**src/rtl/mc_controller_pkg.sv**
```systemverilog
// mc_controller_pkg: shared types and encodings for the multicycle ARM-subset
// control unit.
//   state_t        Moore controller states
//   ALU_*          ALUControl codes
//   CMD_*          data-processing cmd field values (Funct[4:1])
//   OP_*           Op field values
//   SRCA_*/SRCB_*  ALU operand select encodings
//   RES_*          ResultSrc encodings
//   COND_*         condition field codes
package mc_controller_pkg;

   typedef enum logic [3:0] {
      FETCH,
      DECODE,
      MEMADR,
      MEMRD,
      MEMWB,
      MEMWR,
      EXECUTER,
      EXECUTEI,
      ALUWB,
      BRANCH,
      UNKNOWN
   } state_t;

   localparam logic [1:0] ALU_ADD = 2'b00;
   localparam logic [1:0] ALU_SUB = 2'b01;
   localparam logic [1:0] ALU_AND = 2'b10;
   localparam logic [1:0] ALU_ORR = 2'b11;

   localparam logic [3:0] CMD_ADD = 4'b0100;
   localparam logic [3:0] CMD_SUB = 4'b0010;
   localparam logic [3:0] CMD_AND = 4'b0000;
   localparam logic [3:0] CMD_ORR = 4'b1100;

   localparam logic [1:0] OP_DP  = 2'b00;
   localparam logic [1:0] OP_MEM = 2'b01;
   localparam logic [1:0] OP_BR  = 2'b10;

   localparam logic [1:0] SRCA_REG = 2'b00;
   localparam logic [1:0] SRCA_PC  = 2'b01;

   localparam logic [1:0] SRCB_REG  = 2'b00;
   localparam logic [1:0] SRCB_IMM  = 2'b01;
   localparam logic [1:0] SRCB_FOUR = 2'b10;

   localparam logic [1:0] RES_ALUOUT    = 2'b00;
   localparam logic [1:0] RES_DATA      = 2'b01;
   localparam logic [1:0] RES_ALURESULT = 2'b10;

   localparam logic [3:0] COND_EQ = 4'b0000;
   localparam logic [3:0] COND_NE = 4'b0001;
   localparam logic [3:0] COND_CS = 4'b0010;
   localparam logic [3:0] COND_CC = 4'b0011;
   localparam logic [3:0] COND_MI = 4'b0100;
   localparam logic [3:0] COND_PL = 4'b0101;
   localparam logic [3:0] COND_VS = 4'b0110;
   localparam logic [3:0] COND_VC = 4'b0111;
   localparam logic [3:0] COND_HI = 4'b1000;
   localparam logic [3:0] COND_LS = 4'b1001;
   localparam logic [3:0] COND_GE = 4'b1010;
   localparam logic [3:0] COND_LT = 4'b1011;
   localparam logic [3:0] COND_GT = 4'b1100;
   localparam logic [3:0] COND_LE = 4'b1101;
   localparam logic [3:0] COND_AL = 4'b1110;
   localparam logic [3:0] COND_NV = 4'b1111;

endpackage

```
**src/rtl/condcheck.sv**
```systemverilog
// condcheck: evaluates an ARM condition field against the NZCV flags.
//   Cond    in  4  condition field
//   Flags   in  4  {N,Z,C,V}
//   CondEx  out 1  1 when the instruction should execute
module condcheck
   import mc_controller_pkg::*;
(
   input  logic [3:0] Cond,
   input  logic [3:0] Flags,
   output logic       CondEx
);

   logic n, z, c, v, ge;

   assign {n, z, c, v} = Flags;
   assign ge = (n == v);

   always_comb begin
      CondEx = 1'b0;
      case (Cond)
         COND_EQ: CondEx = z;
         COND_NE: CondEx = ~z;
         COND_CS: CondEx = c;
         COND_CC: CondEx = ~c;
         COND_MI: CondEx = n;
         COND_PL: CondEx = ~n;
         COND_VS: CondEx = v;
         COND_VC: CondEx = ~v;
         COND_HI: CondEx = c & ~z;
         COND_LS: CondEx = ~c | z;
         COND_GE: CondEx = ge;
         COND_LT: CondEx = ~ge;
         COND_GT: CondEx = ~z & ge;
         COND_LE: CondEx = z | ~ge;
         COND_AL: CondEx = 1'b1;
         default: CondEx = 1'b0;
      endcase
   end

endmodule

```
**src/rtl/mc_controller.sv**
```systemverilog
// mc_controller: multicycle control unit for the ARM-subset processor.
// Moore FSM sequencing the shared memory/ALU datapath, NZCV flag register and
// condition gating of all architectural writes.
//   clk, reset                      clock, synchronous active-high reset
//   Cond, Op, Funct, Rd             instruction fields from the IR
//   ALUFlags                        {N,Z,C,V} from the ALU this cycle
//   PCWrite/MemWrite/RegWrite/IRWrite  write enables (forced 0 in reset)
//   AdrSrc, ALUSrcA, ALUSrcB, ResultSrc  datapath mux selects
//   ImmSrc, RegSrc                  Op-derived decode
//   ALUControl                      ALU operation
module mc_controller
   import mc_controller_pkg::*;
(
   input  logic       clk,
   input  logic       reset,
   input  logic [3:0] Cond,
   input  logic [1:0] Op,
   input  logic [5:0] Funct,
   input  logic [3:0] Rd,
   input  logic [3:0] ALUFlags,
   output logic       PCWrite,
   output logic       MemWrite,
   output logic       RegWrite,
   output logic       IRWrite,
   output logic       AdrSrc,
   output logic [1:0] ALUSrcA,
   output logic [1:0] ALUSrcB,
   output logic [1:0] ResultSrc,
   output logic [1:0] ImmSrc,
   output logic [1:0] RegSrc,
   output logic [1:0] ALUControl
);

   state_t     state, state_next;
   logic [3:0] flags;
   logic [3:0] cmd;
   logic       cond_raw, cond_ex, cond_ex_l;
   logic       next_pc, branch, reg_w, mem_w, alu_op, ir_w;
   logic       pcs;
   logic [1:0] flag_w;

   assign cmd = Funct[4:1];

   condcheck u_condcheck (
      .Cond   (Cond),
      .Flags  (flags),
      .CondEx (cond_raw)
   );

   // The never-execute code is suppressed here regardless of what the checker returns.
   assign cond_ex = cond_raw & (Cond != COND_NV);

   // State register
   always_ff @(posedge clk) begin
      if (reset) state <= FETCH;
      else       state <= state_next;
   end

   // Next-state logic
   always_comb begin
      state_next = FETCH;
      case (state)
         FETCH:  state_next = DECODE;
         DECODE: begin
            case (Op)
               OP_DP:   state_next = Funct[5] ? EXECUTEI : EXECUTER;
               OP_MEM:  state_next = MEMADR;
               OP_BR:   state_next = BRANCH;
               default: state_next = UNKNOWN;
            endcase
         end
         MEMADR:   state_next = Funct[0] ? MEMRD : MEMWR;
         MEMRD:    state_next = MEMWB;
         EXECUTER: state_next = ALUWB;
         EXECUTEI: state_next = ALUWB;
         default:  state_next = FETCH;
      endcase
   end

   // Raw Moore controls, before condition gating
   always_comb begin
      next_pc   = 1'b0;
      branch    = 1'b0;
      reg_w     = 1'b0;
      mem_w     = 1'b0;
      alu_op    = 1'b0;
      ir_w      = 1'b0;
      AdrSrc    = 1'b0;
      ALUSrcA   = SRCA_REG;
      ALUSrcB   = SRCB_REG;
      ResultSrc = RES_ALUOUT;
      case (state)
         FETCH: begin
            ir_w      = 1'b1;
            next_pc   = 1'b1;
            ALUSrcA   = SRCA_PC;
            ALUSrcB   = SRCB_FOUR;
            ResultSrc = RES_ALURESULT;
         end
         DECODE: begin
            ALUSrcA   = SRCA_PC;
            ALUSrcB   = SRCB_FOUR;
            ResultSrc = RES_ALURESULT;
         end
         MEMADR: ALUSrcB = SRCB_IMM;
         MEMRD:  AdrSrc  = 1'b1;
         MEMWR: begin
            AdrSrc = 1'b1;
            mem_w  = 1'b1;
         end
         MEMWB: begin
            ResultSrc = RES_DATA;
            reg_w     = 1'b1;
         end
         EXECUTER: begin
            alu_op  = 1'b1;
            ALUSrcB = SRCB_REG;
         end
         EXECUTEI: begin
            alu_op  = 1'b1;
            ALUSrcB = SRCB_IMM;
         end
         ALUWB: reg_w = 1'b1;
         BRANCH: begin
            branch    = 1'b1;
            ALUSrcB   = SRCB_IMM;
            ResultSrc = RES_ALURESULT;
         end
         default: ;
      endcase
   end

   // ALU decode
   always_comb begin
      ALUControl = ALU_ADD;
      if (alu_op) begin
         case (cmd)
            CMD_ADD: ALUControl = ALU_ADD;
            CMD_SUB: ALUControl = ALU_SUB;
            CMD_AND: ALUControl = ALU_AND;
            CMD_ORR: ALUControl = ALU_ORR;
            default: ALUControl = ALU_ADD;
         endcase
      end
   end

   // N,Z follow any S-suffixed op; C,V only arithmetic ones
   assign flag_w[1] = alu_op & Funct[0];
   assign flag_w[0] = flag_w[1] & ((cmd == CMD_ADD) | (cmd == CMD_SUB));

   // Condition is latched once per instruction so later flag writes in the
   // same instruction cannot change whether it executes.
   always_ff @(posedge clk) begin
      if (reset) begin
         flags     <= '0;
         cond_ex_l <= 1'b0;
      end else begin
         if (state == DECODE)
            cond_ex_l <= cond_ex;
         if (flag_w[1] & cond_ex_l)
            flags[3:2] <= ALUFlags[3:2];
         if (flag_w[0] & cond_ex_l)
            flags[1:0] <= ALUFlags[1:0];
      end
   end

   assign pcs = ((Rd == 4'd15) & reg_w) | branch;

   assign PCWrite  = ~reset & (next_pc | (pcs & cond_ex_l));
   assign RegWrite = ~reset & reg_w & cond_ex_l;
   assign MemWrite = ~reset & mem_w & cond_ex_l;
   assign IRWrite  = ~reset & ir_w;

   assign ImmSrc = Op;
   assign RegSrc = {Op == OP_MEM, Op == OP_BR};

endmodule

```
**config.mk**
```make
export PLATFORM = sky130hd
export DESIGN_NAME = mc_controller
export DESIGN_NICKNAME = d
export VERILOG_FILES = /design/src/rtl/mc_controller_pkg.sv /design/src/rtl/condcheck.sv /design/src/rtl/mc_controller.sv
export SDC_FILE = /design/constraint.sdc
export NUM_CORES = 1
export LEC_CHECK = 0
export CAP_MARGIN = 25
export CORE_AREA = 2 2 50 52
export DETAILED_ROUTE_END_ITERATION = 10
export DIE_AREA = 0 0 52 54
export GPL_TIMING_DRIVEN = 0
export PLACE_DENSITY = 0.71
export SLEW_MARGIN = 5
export SYNTH_ARGS = -nofsm -noshare
export SYNTH_HDL_FRONTEND = slang
export SYNTH_HIERARCHICAL = 1
export SYNTH_SLANG_ARGS = --single-unit
```
**constraint.sdc**
```tcl
create_clock -name clk -period 4.3 [get_ports clk]
set_clock_uncertainty 0.2 [all_clocks]
set_input_delay 0.43 -clock clk [delete_from_list [all_inputs] [get_ports clk]]
set_output_delay 0.43 -clock clk [all_outputs]
set_load 0.01 [all_outputs]
```
==> results of run 1 <==
## worst paths after layout
check	startpoint	end	slack, ns	depth (start not counted)
worst max-delay path	reset	IRWrite	1.49	5
worst min-delay path	flags[1]	flags[1]	0.30	2
worst max register to register	flags[3]	cond_ex_l	2.54	6
worst min register to register	flags[1]	flags[1]	0.30	2
## kinds of logic (layout without fill, tap and decap cells)
logic type      after synthesis  count (layout)  share of synthesized area, %
other cells                   1               1                         0.429
buf+inv                      14              55                          9.17
mux                           4               4                          5.16
flops                         9               9                          20.6
compound gates               29              29                          21.1
simple gates                 55              55                          36.7
xor+xnor                      6               6                          6.88
## power by group through the flow
| stage | Sequential [mW] | Clock [mW] | Combinational, mW |
|---|---|---|---|
| finish | 0.0928 | 0.0664 | 0.119 |
| CTS | 0.0926 | 0.0688 | 0.119 |
| floorplan | 0.0931 | 0 | 0.0633 |
| global placement | 0.0944 | 0 | 0.117 |
| detailed placement | 0.0945 | 0 | 0.118 |
| global route | 0.0934 | 0.0731 | 0.130 |
## placed cells by master, fill, tap and decap left out, types with 4 or more instances in the layout
| master | count |
|---|---|
| dfxtp_1 | 9 |
| a21oi_1 | 11 |
| nor2b_1 | 4 |
| clkdlybuf4s50_1 | 37 |
| o21ai_0 | 6 |
| nand3_1 | 4 |
| buf_2 | 5 |
| nor2_1 | 8 |
| nand2b_1 | 9 |
| nand2_1 | 5 |
| nor3_1 | 9 |
## critical path: cells and delay by family
family                 cells  cell delay, ns
buffers and inverters      3            1.18
and+or+nand+nor            2            0.57
## layout make-up
| cell class | instances | area [sq um] |
|---|---|---|
| tap | 30 | 37.5 |
| inverter | 3 | 13.8 |
| fill | 213 | 1010 |
| multi-input combinational | 95 | 613 |
| timing repair buffer | 37 | 370 |
| clock buffer | 4 | 26.3 |
| buffer | 11 | 66.3 |
| sequential | 9 | 180 |
## per-stage QoR
stage	util (%)	cells	hold WS [ns]
2_1_floorplan	-	118	0.269
3_3_place_gp	55.2	185	0.289
3_5_place_dp	55.2	185	0.306
4_1_cts	56.4	189	0.314
5_1_grt	56.4	189	0.341
6_report	56.4	189	0.304
## state kept, by name, summed over array words and instances (netlist names)
register and flops:
state 4, cond_ex_l 1, flags 4
## per-layer routing
| metal | up-vias | GRT usage [%] | part of all wire (%) |
|---|---|---|---|
| met1 | 461 | 19.2 | 43 |
| met2 | 38 | 30.6 | 48 |
| li1 | 508 | - | - |
| met4 | 0 | 5.26 | 1.0 |
| met3 | 3 | 4.72 | 7.2 |
| met5 | - | 0 | 0 |
==> qor.csv, run 1 <==
stage,metric,value,unit
run_status,status,completed,
timing,slew_violations,0,
yosys,ys_top_cells_by_area,"dfxtp_1 (21%), nand2b_1 (6.4%), a21oi_1 (6.3%)",
yosys,yosysMostFrequentCell,a21oi_1,
power,vdd_ir_drop_max,0.000163,V
setup_path,cp_data_required_time,3.67,ns
yosys,yosysSeqAreaShare,20.6,%
global_routing,grt_pass1_wl,3570,microns
floorplanning,die_h,54,microns
setup_path,cp-start-kind,primary input,
timing,fin_crit,2.81,ns
clock_tree,cts.repair.resized,0,
cells_and_area,final_layout_size_suffix_gt1_share,10.7,%
route,drt_iter0_markers,17,
clock_tree,cts_buffers,3,
power,finalPower,0.278,mW
clock_tree,htree_levels,1,
power,power.switching,0.0879,mW
setup_path,critPathMaxFanout,10,
timing,fmax,355,MHz
setup_path,slowest_delay,0.56,ns
floorplanning,ios,39,
place,portBuffers,37,
cells_and_area,fin_nets,182,
place,hpwl,1710,microns
setup_path,critPathArrivalTime,2.18,ns
clock_tree,post_cts_buffers,0,
run,cap_violations,0,
clock_tree,ctsHoldBuffers,0,
setup_path,cp_common_cell,clkdlybuf4s50_1,
yosys,synth_top_area_share,20.6,%
clock_tree,clkSlewWorstSetupHoldPaths,0.06,ns
yosys,syn_avg_cell_area,7.40,sq um
timing,rsz0062_at_grt,false,
route,finalWirelength,2140,microns
power,comb_power_share,42.7,%
global_routing,grt_overflow,0,
cells_and_area,n_antenna_cell,0,
clock_tree,root_buffer,clkbuf_4,
place,gp_congestion,0.825,
route,drc_errors,0,
timing,setup_slack,1.49,ns
clock_tree,tritoncts,done,
route,final_antenna_net_count,0,
power,leakage,0.472,nW
global_routing,grt_use_total,16.9,%
power,power_frac_seq,33.4,%
global_routing,grt_max_degree,11,
setup_path,end_kind,primary output,
power,power_density,212,nW/um^2
power,p_clk_share,23.9,%
global_routing,grt_pass1_vias,855,
clock_tree,clkLatencyLatePin,0.26,ns
floorplanning,rows,18,
timing,fin_tns_setup,0,ns
yosys,synth_top_area_cell,dfxtp_1,
yosys,synth_nets,140,
route,routedWlPerCell,11.3,microns
power,switching_share,31.6,%
global_routing,antenna_found_initial,0,
yosys,async_reset_ff_share,0,%
timing,hold_viol_final,0,
yosys,synthTopCellsByCount,"a21oi_1 (11), dfxtp_1 (9), nand2b_1 (9), nor3_1 (9), nor2_1 (8)",
power,p_int,0.190,mW
place,place_area,1280,sq um
floorplanning,start_util,37.6,%
timing,fin_crit_sh,65.4,%
yosys,synth-edff-count,0,
cells_and_area,syn_to_final_growth,49.7,%
timing,setup_viol,0,
route,dr_total_vias,1010,
setup_path,path_cells,clkdlybuf4s50_1 > clkbuf_1 > or3_1 > nor3_1 > clkdlybuf4s50_1,
yosys,syn-instance-count,118,
yosys,ys_seq_elements,9,
yosys,yosys_warnings,6,
min_path,hold_path_class,reg2reg,
setup_path,slowest_stage,clkdlybuf4s50_1,
yosys,synthFlopType,dfxtp_1,
floorplanning,die_area,2810,sq um
yosys,synth_cell_types,42,
route,dr.pass1.iters,4,
clock_tree,clkSinkCount,9,
floorplanning,dieWidth,52,microns
place,dpl_worst_slack,1.48,ns
cells_and_area,stdcell_area,1310,sq um
yosys,synth_area,873,sq um
clock_tree,clk_path_buf_depth,2,
setup_path,path_class,in2out,
floorplanning,core_area,2320,sq um
route,via_per_inst,5.34,
(Power assumes the default switching activity.)
==> run 2, diff against run 1 <==
==> constraint.sdc (replaced) <==
create_clock -name clk -period 2.7 [get_ports clk]
set_clock_uncertainty 0.2 [all_clocks]
set_input_delay 0.27 -clock clk [delete_from_list [all_inputs] [get_ports clk]]
set_output_delay 0.27 -clock clk [all_outputs]
set_load 0.01 [all_outputs]
==> results of run 2 <==
Same layout as run 1 (identical final DEF). Status: completed.
Among the figures that moved: setup slack after placement 1.48 ns -> 0.195 ns; setup slack after layout 1.49 ns -> 0.206 ns; register-to-register setup slack 2.54 ns -> 0.94 ns; total power 0.278 mW -> 0.442 mW; worst IR drop on VDD 0.000163 V -> 0.000260 V
==> run 3, diff against run 2 <==
--- a/config.mk
+++ b/config.mk
@@ -5,7 +5,7 @@
 export SDC_FILE = /design/constraint.sdc
 export NUM_CORES = 1
 export LEC_CHECK = 0
-export CAP_MARGIN = 25
+export CAP_MARGIN = 30
 export CORE_AREA = 2 2 50 52
 export DETAILED_ROUTE_END_ITERATION = 10
 export DIE_AREA = 0 0 52 54
==> results of run 3 <==
Same layout as run 1 (identical final DEF). Status: completed.
Among the figures that moved: setup slack after placement 1.48 ns -> 0.195 ns; setup slack after layout 1.49 ns -> 0.206 ns; register-to-register setup slack 2.54 ns -> 0.94 ns; total power 0.278 mW -> 0.442 mW; worst IR drop on VDD 0.000163 V -> 0.000260 V
